`src/rtl/cordic_iter_ctrl.sv`:
```
// Iteration controller for a CORDIC engine whose shift/add ALU lives in a
// separate stage. The controller latches an operation, feeds the ALU one
// iteration at a time (operands, shifted operands, ATAN step), captures the
// returned vector/angle and presents the final result with a ready/valid
// handshake.
// Optional feature: define CORDIC_EARLY_EXIT_EN to finish as soon as the
// accumulated angle lands exactly on the target.
// W is supported up to 64; the ATAN table is scaled from its 32-bit form.
module cordic_iter_ctrl #(
  parameter int ITER = 16,
  parameter int W    = 32
) (
  input  logic                clk,
  input  logic                rst,
  input  logic                start_valid,
  output logic                start_ready,
  input  logic signed [W-1:0] x_in,
  input  logic signed [W-1:0] y_in,
  input  logic [W-1:0]        target_in,
  input  logic [3:0]          select_in,
  output logic signed [W-1:0] x_init,
  output logic signed [W-1:0] y_init,
  output logic signed [W-1:0] x_shift,
  output logic signed [W-1:0] y_shift,
  output logic [W-1:0]        angle,
  output logic [W-1:0]        delta_angle,
  output logic [W-1:0]        target_angle,
  output logic [3:0]          select,
  output logic                valid,
  input  logic signed [W-1:0] x_out,
  input  logic signed [W-1:0] y_out,
  input  logic [W-1:0]        angle_out,
  input  logic                ALU_valid_out,
  output logic                res_valid,
  input  logic                res_ready,
  output logic [W-1:0]        x_res,
  output logic [W-1:0]        y_res,
  output logic [W-1:0]        angle_res,
  output logic [5:0]          iter_cnt
);

  typedef enum logic [1:0] {ST_IDLE, ST_ITER, ST_DONE} state_t;

  // atan(2^-i) with a full turn mapped to 2^32
  localparam logic [31:0] ATAN32 [32] = '{
    32'h20000000, 32'h12E4051E, 32'h09FB385B, 32'h051111D4,
    32'h028B0D43, 32'h0145D7E1, 32'h00A2F61E, 32'h00517C55,
    32'h0028BE53, 32'h00145F2F, 32'h000A2F98, 32'h000517CC,
    32'h00028BE6, 32'h000145F3, 32'h0000A2FA, 32'h0000517D,
    32'h000028BE, 32'h0000145F, 32'h00000A30, 32'h00000518,
    32'h0000028C, 32'h00000146, 32'h000000A3, 32'h00000051,
    32'h00000029, 32'h00000014, 32'h0000000A, 32'h00000005,
    32'h00000003, 32'h00000001, 32'h00000001, 32'h00000000
  };

  state_t              state_reg, state_next;
  logic signed [W-1:0] x_reg, x_next;
  logic signed [W-1:0] y_reg, y_next;
  logic [W-1:0]        angle_reg, angle_next;
  logic [W-1:0]        target_reg, target_next;
  logic [3:0]          select_reg, select_next;
  logic [5:0]          iter_reg, iter_next;
  logic                last_iter;

  logic [W-1:0] atan_rom [32];

  // Rescale each table entry to the datapath width (top W bits of the 32-bit turn)
  for (genvar gi = 0; gi < 32; gi++) begin : g_atan
    assign atan_rom[gi] = W'({ATAN32[gi], 32'h0} >> (64 - W));
  end

  assign last_iter = (iter_reg == 6'(ITER - 1));

  assign x_res     = x_reg;
  assign y_res     = y_reg;
  assign angle_res = angle_reg;
  assign iter_cnt  = iter_reg;

  // State register
  always_ff @(posedge clk) begin
    if (rst) state_reg <= ST_IDLE;
    else     state_reg <= state_next;
  end

  // Operand/result registers; all cleared by reset so an aborted op leaves nothing behind
  always_ff @(posedge clk) begin
    if (rst) begin
      x_reg      <= '0;
      y_reg      <= '0;
      angle_reg  <= '0;
      target_reg <= '0;
      select_reg <= '0;
      iter_reg   <= '0;
    end else begin
      x_reg      <= x_next;
      y_reg      <= y_next;
      angle_reg  <= angle_next;
      target_reg <= target_next;
      select_reg <= select_next;
      iter_reg   <= iter_next;
    end
  end

  // Next-state, register updates and ALU operand drive; operands read zero outside ITER
  always_comb begin
    state_next   = state_reg;
    x_next       = x_reg;
    y_next       = y_reg;
    angle_next   = angle_reg;
    target_next  = target_reg;
    select_next  = select_reg;
    iter_next    = iter_reg;
    start_ready  = 1'b0;
    valid        = 1'b0;
    res_valid    = 1'b0;
    x_init       = '0;
    y_init       = '0;
    x_shift      = '0;
    y_shift      = '0;
    angle        = '0;
    delta_angle  = '0;
    target_angle = '0;
    select       = '0;
    case (state_reg)
      ST_IDLE: begin
        start_ready = 1'b1;
        if (start_valid) begin
          x_next      = x_in;
          y_next      = y_in;
          target_next = target_in;
          select_next = select_in;
          angle_next  = '0;
          iter_next   = '0;
          state_next  = ST_ITER;
        end
      end
      ST_ITER: begin
        valid        = 1'b1;
        x_init       = x_reg;
        y_init       = y_reg;
        x_shift      = x_reg >>> iter_reg;
        y_shift      = y_reg >>> iter_reg;
        angle        = angle_reg;
        delta_angle  = atan_rom[iter_reg[4:0]];
        target_angle = target_reg;
        select       = select_reg;
        if (ALU_valid_out) begin
          x_next     = x_out;
          y_next     = y_out;
          angle_next = angle_out;
`ifdef CORDIC_EARLY_EXIT_EN
          // Exact hit: stop here and keep the index of the iteration that hit
          if (angle_out == target_reg) begin
            state_next = ST_DONE;
          end else begin
            iter_next = iter_reg + 6'd1;
            if (last_iter) state_next = ST_DONE;
          end
`else
          iter_next = iter_reg + 6'd1;
          if (last_iter) state_next = ST_DONE;
`endif
        end
      end
      ST_DONE: begin
        res_valid = 1'b1;
        if (res_ready) state_next = ST_IDLE;
      end
      default: state_next = ST_IDLE;
    endcase
  end

endmodule
```
`config.mk`:
```
export PLATFORM = sky130hd
export DESIGN_NAME = cordic_iter_ctrl
export DESIGN_NICKNAME = d
export VERILOG_FILES = /design/src/rtl/cordic_iter_ctrl.sv
export SDC_FILE = /design/constraint.sdc
export NUM_CORES = 1
export LEC_CHECK = 0
export CAP_MARGIN = 20
export CORE_AREA = 2 2 210 212
export CTS_BUF_LIST = sky130_fd_sc_hd__clkbuf_4
export DETAILED_ROUTE_END_ITERATION = 10
export DIE_AREA = 0 0 212 214
export PLACE_DENSITY = 0.67
export SETUP_SLACK_MARGIN = 0.1
export SLEW_MARGIN = 20
export SYNTH_ARGS = -nofsm -noshare
export SYNTH_HDL_FRONTEND = slang
export SYNTH_SLANG_ARGS = --single-unit
```
`constraint.sdc`:
```
create_clock -name clk -period 4.5 [get_ports clk]
set_input_delay 1.125 -clock clk [delete_from_list [all_inputs] [get_ports clk]]
set_output_delay 1.125 -clock clk [all_outputs]
set_load 0.005 [all_outputs]
```
==> metrics.csv, run 1 <==
stage,metric,value,unit
outcome,status,"complete, no violations",
timing,Worst-Margin Slew,0.722,ns
drt,WL final,59100,um
final_layout,Final Util,42.0,%
clocking,CTS Buf Count,17,
floorplan,Die Height,214,um
logic_synthesis,"FF+latch count, synth",140,
power,P_leak,6.36,nW
final_layout,fill count,4348,
drt,WL/cell,22.5,um
global_routing,GRT overflow,0,
power,Combinational Power Share,42.4,%
power,Switching Share,40.3,%
power,power per cell area,242,nW/um2
place,Setup WS pre-CTS,0.558,ns
global_routing,largest net degree at the start of global routing,172,
timing,minimum clock period,4.28,ns
critical_path,worst reg2reg path depth,7,
floorplan,Std-Cell Rows,76,
final_layout,layout cells sized above 1,10.1,%
final_layout,most frequent cells in the layout,"clkdlybuf4s50_1, nand2_1, a21oi_1, nor2_1, and2_1",
critical_path,Critical Path Start Type,flip-flop,
clocking,CTS tree,built,
drt,DRT Pass-1 Iters,8,
logic_synthesis,Yosys top cell area share,23.8,%
global_routing,vias in the first global route,13200,
worst_hold_path,worst min path class,reg2reg,
floorplan,Initial Utilization,27.5,%
final_layout,area grow syn2layout,52.5,%
logic_synthesis,Synth area leader,dfxtp_1,
logic_synthesis,"EDFF count, synth",0,
critical_path,"CP delay by family, top",compound AO/OA/AOI/OAI gates,
critical_path,Worst Path Arrival,3.15,ns
logic_synthesis,Gate Count Post-Synth,1574,
place,post-DP HPWL,43900,um
critical_path,"reg-to-reg slack, setup",1.30,ns
timing,Hold WS,0.459,ns
logic_synthesis,"Top FF cell, synth",dfxtp_1,
clocking,clock buffer depth,2,
critical_path,Reg2Reg Capture Point,y_res[21],
final_layout,Final nets,2233,
timing,Final Worst Setup Slack,0.221,ns
critical_path,critical path's largest stage delay,0.61,ns
critical_path,worst-path fanout max,6,
timing,Pins Over Slew Limit,0,
critical_path,Worst Path Buf+Inv,1,
floorplan,die width,212,um
clocking,H-tree depth,4,
timing,normalized max-slew margin,51.9,%
floorplan,Die Area,45400,um2
global_routing,first-pass GRT wire length,86100,um
timing,period utilization,95.1,%
worst_hold_path,Hold Path Cell Cnt,2,
floorplan,Core ar.,42900,um2
critical_path,R2R Path Start,state_reg[1],
clocking,clock root buffer,clkbuf_4,
place,port bufs,531,
drt,residual DRC count,0,
timing,fmax,0.234,GHz
clocking,CTS Hold Buffers Added,0,
logic_synthesis,Area contributors post-synth,"dfxtp_1, nand2_1, mux4_2",
logic_synthesis,Mapped Area,11800,um2
critical_path,Critical path origin,y_res[13],
global_routing,Total GRT Usage,24.9,%
drt,via count,14100,
logic_synthesis,ys async rst share,0,%
power,worst vdd ir,171,uV
power,Int Pwr,2.59,mW
drt,Final ANT Viol Nets,0,
floorplan,IO Pins,534,
critical_path,number of cells on the critical path,6,
final_layout,Finished Cell Area,18000,um2
clocking,Num Clock Sinks,140,
timing,"Hold Vio Cnt, Final",0,
clocking,worst skew pair latency,0.64,ns
place,Placed Area,17500,um2
job,max cap viols,0,
place,GPL Wtd Cong,0.957,
drt,vias per inst,5.36,
logic_synthesis,"Seq/Total Area, Yosys",23.8,%
drt,Initial DRC Count,1381,
logic_synthesis,mean area per synthesized cell,7.50,um2
critical_path,Slowest cell on crit path,dfxtp_1,
critical_path,Worst Path Required,3.38,ns
critical_path,Worst Setup EP,y_shift[5],
timing,setup tns final,0,ns
critical_path,critical path endpoint category,primary output,
global_routing,antenna violations before repair,4,
timing,RSZ-0062 raised after global routing,true,
final_layout,"most common cell after layout, fill and taps aside",clkdlybuf4s50_1,
logic_synthesis,Synth cell types,69,
timing,final setup fails,0,
logic_synthesis,Synth Warn #,0,
power,Sw Pwr,1.75,mW
critical_path,"critical path, cell by cell",mux2i_1 > mux2_2 > a21oi_1 > o21ai_0 > a221oi_1 > clkdlybuf4s50_1,
clocking,clock-pin slew on the worst setup and hold paths,0.14,ns
power,Seq pwr share,37.7,%
power,Clock power frac,19.8,%
critical_path,critical path type,reg2out,
timing,clock skew,0.0298,ns
worst min-delay path by stage:
stage	start	to
floorplan	select_reg[0]	select_reg[0]
global placement	target_reg[2]	target_reg[2]
detailed placement	target_reg[19]	target_reg[19]
CTS	target_reg[19]	target_reg[19]
global route	target_reg[31]	target_reg[31]
finish	target_reg[4]	target_reg[4]
metal layers:
layer	track usage, %	up-vias	wire, um
li1	-	6510	-
met1	35.3	6748	26600
met2	38.9	743	27100
met3	4.15	75	4270
met4	6.88	0	1170
met5	0	-	0
tightest hold or removal path, cell delays in order, from the launching register on:
cell and delay [ns]:
dfxtp_1 0.33, nand2_1 0.05, a21oi_1 0.05
stage by stage:
stage	total power, mW	instances
floorplan	2.45	1575
global placement	3.45	2577
detailed placement	3.46	2577
CTS	4.36	2621
global route	4.59	2624
finish	4.35	2625
synth_stat cells (all sizes together) (8+ instances only):
cell type	n
mux2	27
o22ai	11
nor3	17
mux4	57
nand2b	8
ha	8
o21ai	50
a21oi	179
o211ai	13
clkbuf	93
nand2	334
a211oi	11
inv	9
nor2b	14
nor2	145
a311oi	68
buf	73
a22oi	10
dfxtp	140
and2	134
nand3	47
a31oi	10
mux2i	60
logic make-up after synthesis:
group,synth area share (%)
AO/OA/AOI/OAI,21.0
XOR/XNOR,0.223
adder cells (fa/ha/maj),0.848
buffers and inverters,7.70
flip-flops,23.8
multiplexers,19.2
other,0.0318
AND/OR/NAND/NOR,27.3
repair_timing:
item / in CTS / in global routing
setup buffers: 11 / 0
pin swaps: 1 / 0
hold endpoints to repair: 0 / 0
cloned: 1 / 1
setup endpoints to repair: 83 / 67
gates resized for setup: 8 / 11
final cells by class:
class / instances / area (um2) / share of cell area [%]
clock inverter: 13 / 130 / 0.723
tap: 585 / 732 / 4.07
clock buffer: 19 / 143 / 0.793
antenna: 3 / 7.51 / 0.0417
sequential: 140 / 2820 / 15.7
multi-input combinational: 1260 / 8170 / 45.4
inverter: 10 / 42.5 / 0.236
timing repair buffer: 595 / 5940 / 33.0
power groups by stage:
stage	combinational (mW)	sequential (mW)	clock, mW
final	1.84	1.64	0.861
after global routing	1.98	1.66	0.947
after CTS	1.82	1.64	0.898
after detailed placement	1.79	1.67	0
after global placement	1.78	1.67	0
after floorplan	0.930	1.52	0
No activity file was read; power rests on OpenSTA's default activity.
==> run 2: changes to the inputs <==
--- a/config.mk
+++ b/config.mk
@@ -7,9 +7,10 @@
 export LEC_CHECK = 0
 export CAP_MARGIN = 20
 export CORE_AREA = 2 2 210 212
-export CTS_BUF_LIST = sky130_fd_sc_hd__clkbuf_4
+export CTS_BUF_LIST = sky130_fd_sc_hd__clkbuf_4 sky130_fd_sc_hd__clkbuf_8 sky130_fd_sc_hd__clkbuf_16
 export DETAILED_ROUTE_END_ITERATION = 10
 export DIE_AREA = 0 0 212 214
+export HOLD_SLACK_MARGIN = 0.03
 export PLACE_DENSITY = 0.67
 export SETUP_SLACK_MARGIN = 0.1
 export SLEW_MARGIN = 20
==> run 2 against run 1 <==
Hold slack got worse by 0.012 ns. Non-clock buffer count fell by 10. Critical path depth fell by 1. Routed wire length fell by 2.0%. Critical endpoint is now y_shift[1]. Register-to-register slack got worse by 0.05 ns. Clock-buffer cell count rose by 1. First-iteration DRC count fell by 0.80%. Clock skew fell by 0.017 ns. Global-route usage fell by 0.32 points.
==> metrics.csv, run 2 (synthesis results as in run 1) <==
stage,metric,value,unit,change
critical_path,critical path type,reg2out,,unchanged
global_routing,GRT met2 Usage,38.0,%,was 38.9%
clocking,clock-pin slew on the worst setup and hold paths,0.06,ns,was 0.14 ns
clocking,worst skew pair latency,0.44,ns,was 0.64 ns
timing,clock skew,0.0131,ns,was 0.0298 ns
global_routing,Total GRT Usage,24.6,%,was 24.9%
drt,residual DRC count,0,,unchanged
clocking,clock buffer depth,2,,unchanged
critical_path,Worst Path Buf+Inv,2,,was 1
place,post-DP HPWL,43900,um,unchanged
job,max cap viols,0,,unchanged
global_routing,"Most Used Layer, Global Route",met2,,unchanged
floorplan,die width,212,um,unchanged
global_routing,met3 usage,5.15,%,was 4.15%
timing,fmax,0.229,GHz,was 0.234 GHz
critical_path,Slowest cell on crit path,dfxtp_2,,was dfxtp_1
final_layout,area grow syn2layout,53.5,%,was 52.5%
worst_hold_path,Hold Path Cell Cnt,2,,unchanged
timing,RSZ-0062 raised after global routing,false,,was true
power,Power Total,4.89,mW,was 4.35 mW
timing,setup tns final,0,ns,unchanged
floorplan,IO Pins,534,,unchanged
drt,Initial DRC Count,1370,,"was 1,381"
final_layout,most frequent cells in the layout,"clkdlybuf4s50_1, nand2_1, a21oi_1, nor2_1, dfxtp_1",,"was clkdlybuf4s50_1, nand2_1, a21oi_1, nor2_1, and2_1"
timing,final setup fails,0,,unchanged
global_routing,first-pass GRT wire length,84900,um,"was 86,100 um"
timing,minimum clock period,4.37,ns,was 4.28 ns
place,Placed Area,17500,um2,unchanged
critical_path,"CP delay by family, top",buffers and inverters,,was compound AO/OA/AOI/OAI gates
critical_path,critical path's largest stage delay,0.67,ns,was 0.61 ns
critical_path,number of cells on the critical path,5,,was 6
power,P_leak,6.42,nW,was 6.36 nW
critical_path,"critical path, cell by cell",inv_2 > nor2_1 > a32oi_1 > a31oi_1 > clkdlybuf4s50_1,,was mux2i_1 > mux2_2 > a21oi_1 > o21ai_0 > a221oi_1 > clkdlybuf4s50_1
final_layout,"most common cell after layout, fill and taps aside",clkdlybuf4s50_1,,unchanged
floorplan,Die Area,45400,um2,unchanged
clocking,CTS Hold Buffers Added,0,,unchanged
timing,Pins Over Slew Limit,0,,unchanged
place,GPL Wtd Cong,0.957,,unchanged
floorplan,Std-Cell Rows,76,,unchanged
clocking,clock root buffer,clkbuf_16,,was clkbuf_4
final_layout,Finished Cell Area,18100,um2,"was 18,000 um2"
global_routing,GRT overflow,0,,unchanged
power,power per cell area,270,nW/um2,was 242 nW/um2
power,worst vdd ir,259,uV,was 171 uV
global_routing,vias in the first global route,13200,,about the same
worst_hold_path,worst min path class,reg2reg,,unchanged
clocking,Num Clock Sinks,140,,unchanged
critical_path,critical path endpoint category,primary output,,unchanged
timing,Worst-Margin Slew,0.940,ns,was 0.722 ns
final_layout,Final Util,42.2,%,was 42.0%
critical_path,Worst Path Required,3.38,ns,about the same
drt,WL final,57900,um,"was 59,100 um"
drt,WL/cell,22.2,um,was 22.5 um
critical_path,worst reg2reg path depth,7,,unchanged
critical_path,Worst Path Arrival,3.25,ns,was 3.15 ns
drt,Final ANT Viol Nets,0,,unchanged
global_routing,largest net degree at the start of global routing,172,,unchanged
floorplan,Initial Utilization,27.5,%,unchanged
clocking,CTS tree,built,,unchanged
final_layout,Final nets,2222,,"was 2,233"
global_routing,grt met1 use,34.3,%,was 35.3%
clocking,H-tree depth,4,,unchanged
floorplan,Core ar.,42900,um2,unchanged
critical_path,Critical Path Start Type,flip-flop,,unchanged
timing,"Hold Vio Cnt, Final",0,,unchanged
global_routing,antenna violations before repair,4,,unchanged
critical_path,worst-path fanout max,30,,was 6
drt,DRT Pass-1 Iters,6,,was 8
final_layout,layout cells sized above 1,9.03,%,was 10.1%
outcome,status,"complete, no violations",,unchanged
drt,via count,13900,,was 14.1k
timing,period utilization,97.2,%,was 95.1%
timing,normalized max-slew margin,37.1,%,was 51.9%
floorplan,Die Height,214,um,unchanged
drt,vias per inst,5.31,,was 5.36
clocking,CTS Buf Count,17,,unchanged
place,port bufs,531,,unchanged
==> run 2: cell types whose count changed in the layout (fill, tap and decap cells not counted), sizes merged <==
cell / delta
buf: -9
clkinv: -1
nand2b: -1
==> run 2: layer usage <==
| metal | vias to the layer above | wire [um] |
|---|---|---|
| li1 | 6478 | - |
| met1 | 6640 | 25900 |
| met2 | 699 | 26100 |
| met3 | 70 | 4670 |
| met4 | 0 | 1270 |
| met5 | - | 0 |
==> run 2: path summary, 6_finish.rpt <==
path	start	endpoint	slack (ns)
setup reg to reg	state_reg[0]	y_res[21]	1.25
setup / recovery	iter_cnt[3]	y_shift[1]	0.13
hold / removal	target_reg[15]	target_reg[15]	0.45
hold reg to reg	target_reg[15]	target_reg[15]	0.45
==> run 2: area by class of cell <==
type,count,area (um2)
inverters,10,42.5
fillers,4328,24800
diodes,3,7.51
repair buffers,585,5810
clock inverters,12,126
well taps,585,732
clock buffers,20,454
flip-flops and latches,140,2820
multi-input cells,1259,8130
==> run 2: worst reg2reg max path, stage by stage, from the launching register on <==
cell and delay, ns:
dfxtp_1 0.46, nand2b_4 0.38, inv_6 0.34, buf_12 0.45, a21o_4 0.72, buf_12 0.34
nor2_1 0.07, a311oi_1 0.37
==> run 2: power breakdown <==
group	internal [mW]	switching, mW
Clock	0.805	0.625
Combinational	0.915	0.896
Sequential	1.36	0.284
==> run 2: what timing repair did <==
item,CTS,global route
pin swaps,0,0
cloned,0,0
endpoints found under the setup margin,6,1
setup buffers,2,0
resized for setup,0,1
==> run 2: stage by stage <==
step                      setup slack (ns)  hold slack, ns  instances
after floorplan                       1.24           0.432       1575
after global placement               0.568           0.437       2577
after detailed placement             0.558           0.442       2577
after CTS                            0.219           0.451       2611
after global routing                 0.106           0.472       2611
final                                0.127           0.448       2614
==> run 3: changes to the inputs <==
--- a/config.mk
+++ b/config.mk
@@ -12,7 +12,6 @@
 export DIE_AREA = 0 0 212 214
 export HOLD_SLACK_MARGIN = 0.03
 export PLACE_DENSITY = 0.67
-export SETUP_SLACK_MARGIN = 0.1
 export SLEW_MARGIN = 20
 export SYNTH_ARGS = -nofsm -noshare
 export SYNTH_HDL_FRONTEND = slang
==> run 3 against run 2 <==
Die area is the same. Critical path depth is the same. Sequential cell count is the same. Combinational power is essentially flat.
==> metrics.csv, run 3 (synthesis results as in run 1) <==
stage,metric,value,unit,change
outcome,status,"complete, no violations",,unchanged
timing,Worst-Margin Slew,0.942,ns,was 0.940 ns
timing,Final Worst Setup Slack,0.106,ns,was 0.127 ns
timing,Pins Over Slew Limit,0,,unchanged
timing,minimum clock period,4.39,ns,was 4.37 ns
final_layout,"most common cell after layout, fill and taps aside",clkdlybuf4s50_1,,unchanged
timing,normalized max-slew margin,37.0,%,was 37.1%
timing,period utilization,97.6,%,was 97.2%
critical_path,Worst Path Required,3.38,ns,about the same
global_routing,antenna violations before repair,4,,unchanged
clocking,CTS Hold Buffers Added,0,,unchanged
clocking,worst skew pair latency,0.44,ns,about the same
drt,via count,13900,,about the same
final_layout,area grow syn2layout,53.6,%,was 53.5%
drt,vias per inst,5.32,,was 5.31
drt,metal2 WL,26100,um,about the same
clocking,CTS tree,built,,unchanged
timing,RSZ-0062 raised after global routing,false,,unchanged
timing,setup tns final,0,ns,unchanged
place,GPL Wtd Cong,0.957,,unchanged
floorplan,Die Area,45400,um2,unchanged
global_routing,vias in the first global route,13200,,about the same
drt,Final ANT Viol Nets,0,,unchanged
timing,clock skew,0.0124,ns,was 0.0131 ns
final_layout,layout cells sized above 1,8.98,%,was 9.03%
power,power per cell area,269,nW/um2,was 270 nW/um2
place,Setup WS pre-CTS,0.558,ns,unchanged
floorplan,Std-Cell Rows,76,,unchanged
job,max cap viols,0,,unchanged
drt,WL final,57900,um,about the same
global_routing,first-pass GRT wire length,84500,um,"was 84,900 um"
critical_path,worst-path fanout max,30,,unchanged
timing,final setup fails,0,,unchanged
timing,fmax,0.228,GHz,was 0.229 GHz
drt,DRT Pass-1 Iters,5,,was 6
place,post-DP HPWL,43900,um,unchanged
final_layout,most frequent cells in the layout,"clkdlybuf4s50_1, nand2_1, a21oi_1, nor2_1, dfxtp_1",,unchanged
critical_path,Slowest cell on crit path,dfxtp_2,,unchanged
critical_path,"critical path, cell by cell",inv_2 > nor2_1 > a32oi_1 > a31oi_1 > clkdlybuf4s50_1,,unchanged
global_routing,GRT overflow,0,,unchanged
clocking,clock-pin slew on the worst setup and hold paths,0.06,ns,about the same
global_routing,largest net degree at the start of global routing,172,,unchanged
drt,WL/cell,22.2,um,about the same
timing,Hold WS,0.448,ns,about the same
critical_path,critical path endpoint category,primary output,,unchanged
critical_path,Critical Path Start Type,flip-flop,,unchanged
global_routing,Total GRT Usage,24.5,%,was 24.6%
floorplan,IO Pins,534,,unchanged
drt,residual DRC count,0,,unchanged
clocking,clock buffer depth,2,,unchanged
critical_path,critical path's largest stage delay,0.68,ns,was 0.67 ns
final_layout,fill count,4325,,"was 4,328"
clocking,post-CTS sizing,0,,unchanged
floorplan,Initial Utilization,27.5,%,unchanged
drt,wl on met1,26000,um,"was 25,900 um"
critical_path,"CP delay by family, top",buffers and inverters,,unchanged
power,P_leak,6.43,nW,was 6.42 nW
power,worst vdd ir,259,uV,about the same
drt,length of routed met3 wiring,4510,um,was 4670 um
final_layout,Final nets,2222,,unchanged
floorplan,Core ar.,42900,um2,unchanged
drt,Initial DRC Count,1347,,"was 1,370"
critical_path,Worst Path Arrival,3.27,ns,was 3.25 ns
worst_hold_path,worst min path class,reg2reg,,unchanged
clocking,Num Clock Sinks,140,,unchanged
place,port bufs,531,,unchanged
drt,highest routed layer,met4,,unchanged
clocking,clock root buffer,clkbuf_16,,unchanged
timing,"Hold Vio Cnt, Final",0,,unchanged
floorplan,die width,212,um,unchanged
critical_path,critical path type,reg2out,,unchanged
critical_path,Worst Path Buf+Inv,2,,unchanged
clocking,H-tree depth,4,,unchanged
floorplan,Die Height,214,um,unchanged
clocking,CTS Buf Count,17,,unchanged
## run 3: tightest hold or removal path: stages (launching register included)
cell	delay, ns
dfxtp_1	0.30
nand2_1	0.05
a21oi_1	0.05
## run 3: what timing repair did
item / CTS / global route
setup endpoints to repair: 0 / 14
buffers inserted: 0 / 2
endpoints found under the hold margin: 0 / 0
## run 3: area by class of cell
type | instances | area, um2 | area share, %
clock inverters | 12 | 126 | 0.697
repair buffers | 585 | 5820 | 32.1
clock buffers | 20 | 454 | 2.51
diodes | 3 | 7.51 | 0.0414
inverters | 10 | 42.5 | 0.235
well taps | 585 | 732 | 4.04
flip-flops and latches | 140 | 2820 | 15.5
multi-input cells | 1259 | 8130 | 44.8
## run 3: where the power goes
group / switching [mW] / leakage (nW) / total, mW / internal (mW)
clock: 0.622 / 0.284 / 1.43 / 0.805
sequential: 0.282 / 1.15 / 1.65 / 1.36
combinational: 0.897 / 4.99 / 1.81 / 0.915
total: 1.80 / 6.43 / 4.88 / 3.08
## run 3: path summary, 6_finish.rpt
path                                startpoint             end  slack, ns  cells after the start
worst min register to register  target_reg[15]  target_reg[15]       0.45                      2
worst min-delay path            target_reg[15]  target_reg[15]       0.45                      2
worst max-delay path               iter_cnt[3]      y_shift[1]       0.11                      5
worst max register to register    state_reg[0]       y_res[21]       1.23                      7
## run 3: routing by layer
metal / track usage (%) / vias up
met3: 4.75 / 74
li1: - / 6483
met1: 34.4 / 6638
met4: 7.32 / 0
met5: 0 / -
met2: 37.8 / 717
## run 3: metrics by stage
step / cells / utilization (%) / power, mW / area (um2)
2_1_floorplan: 1575 / - / 2.45 / 11800
3_3_place_gp: 2577 / 40.8 / 3.45 / 17500
3_5_place_dp: 2577 / 40.8 / 3.46 / 17500
4_1_cts: 2609 / 42.1 / 4.91 / 18100
5_1_grt: 2611 / 42.2 / 5.13 / 18100
6_report: 2614 / 42.3 / 4.88 / 18100
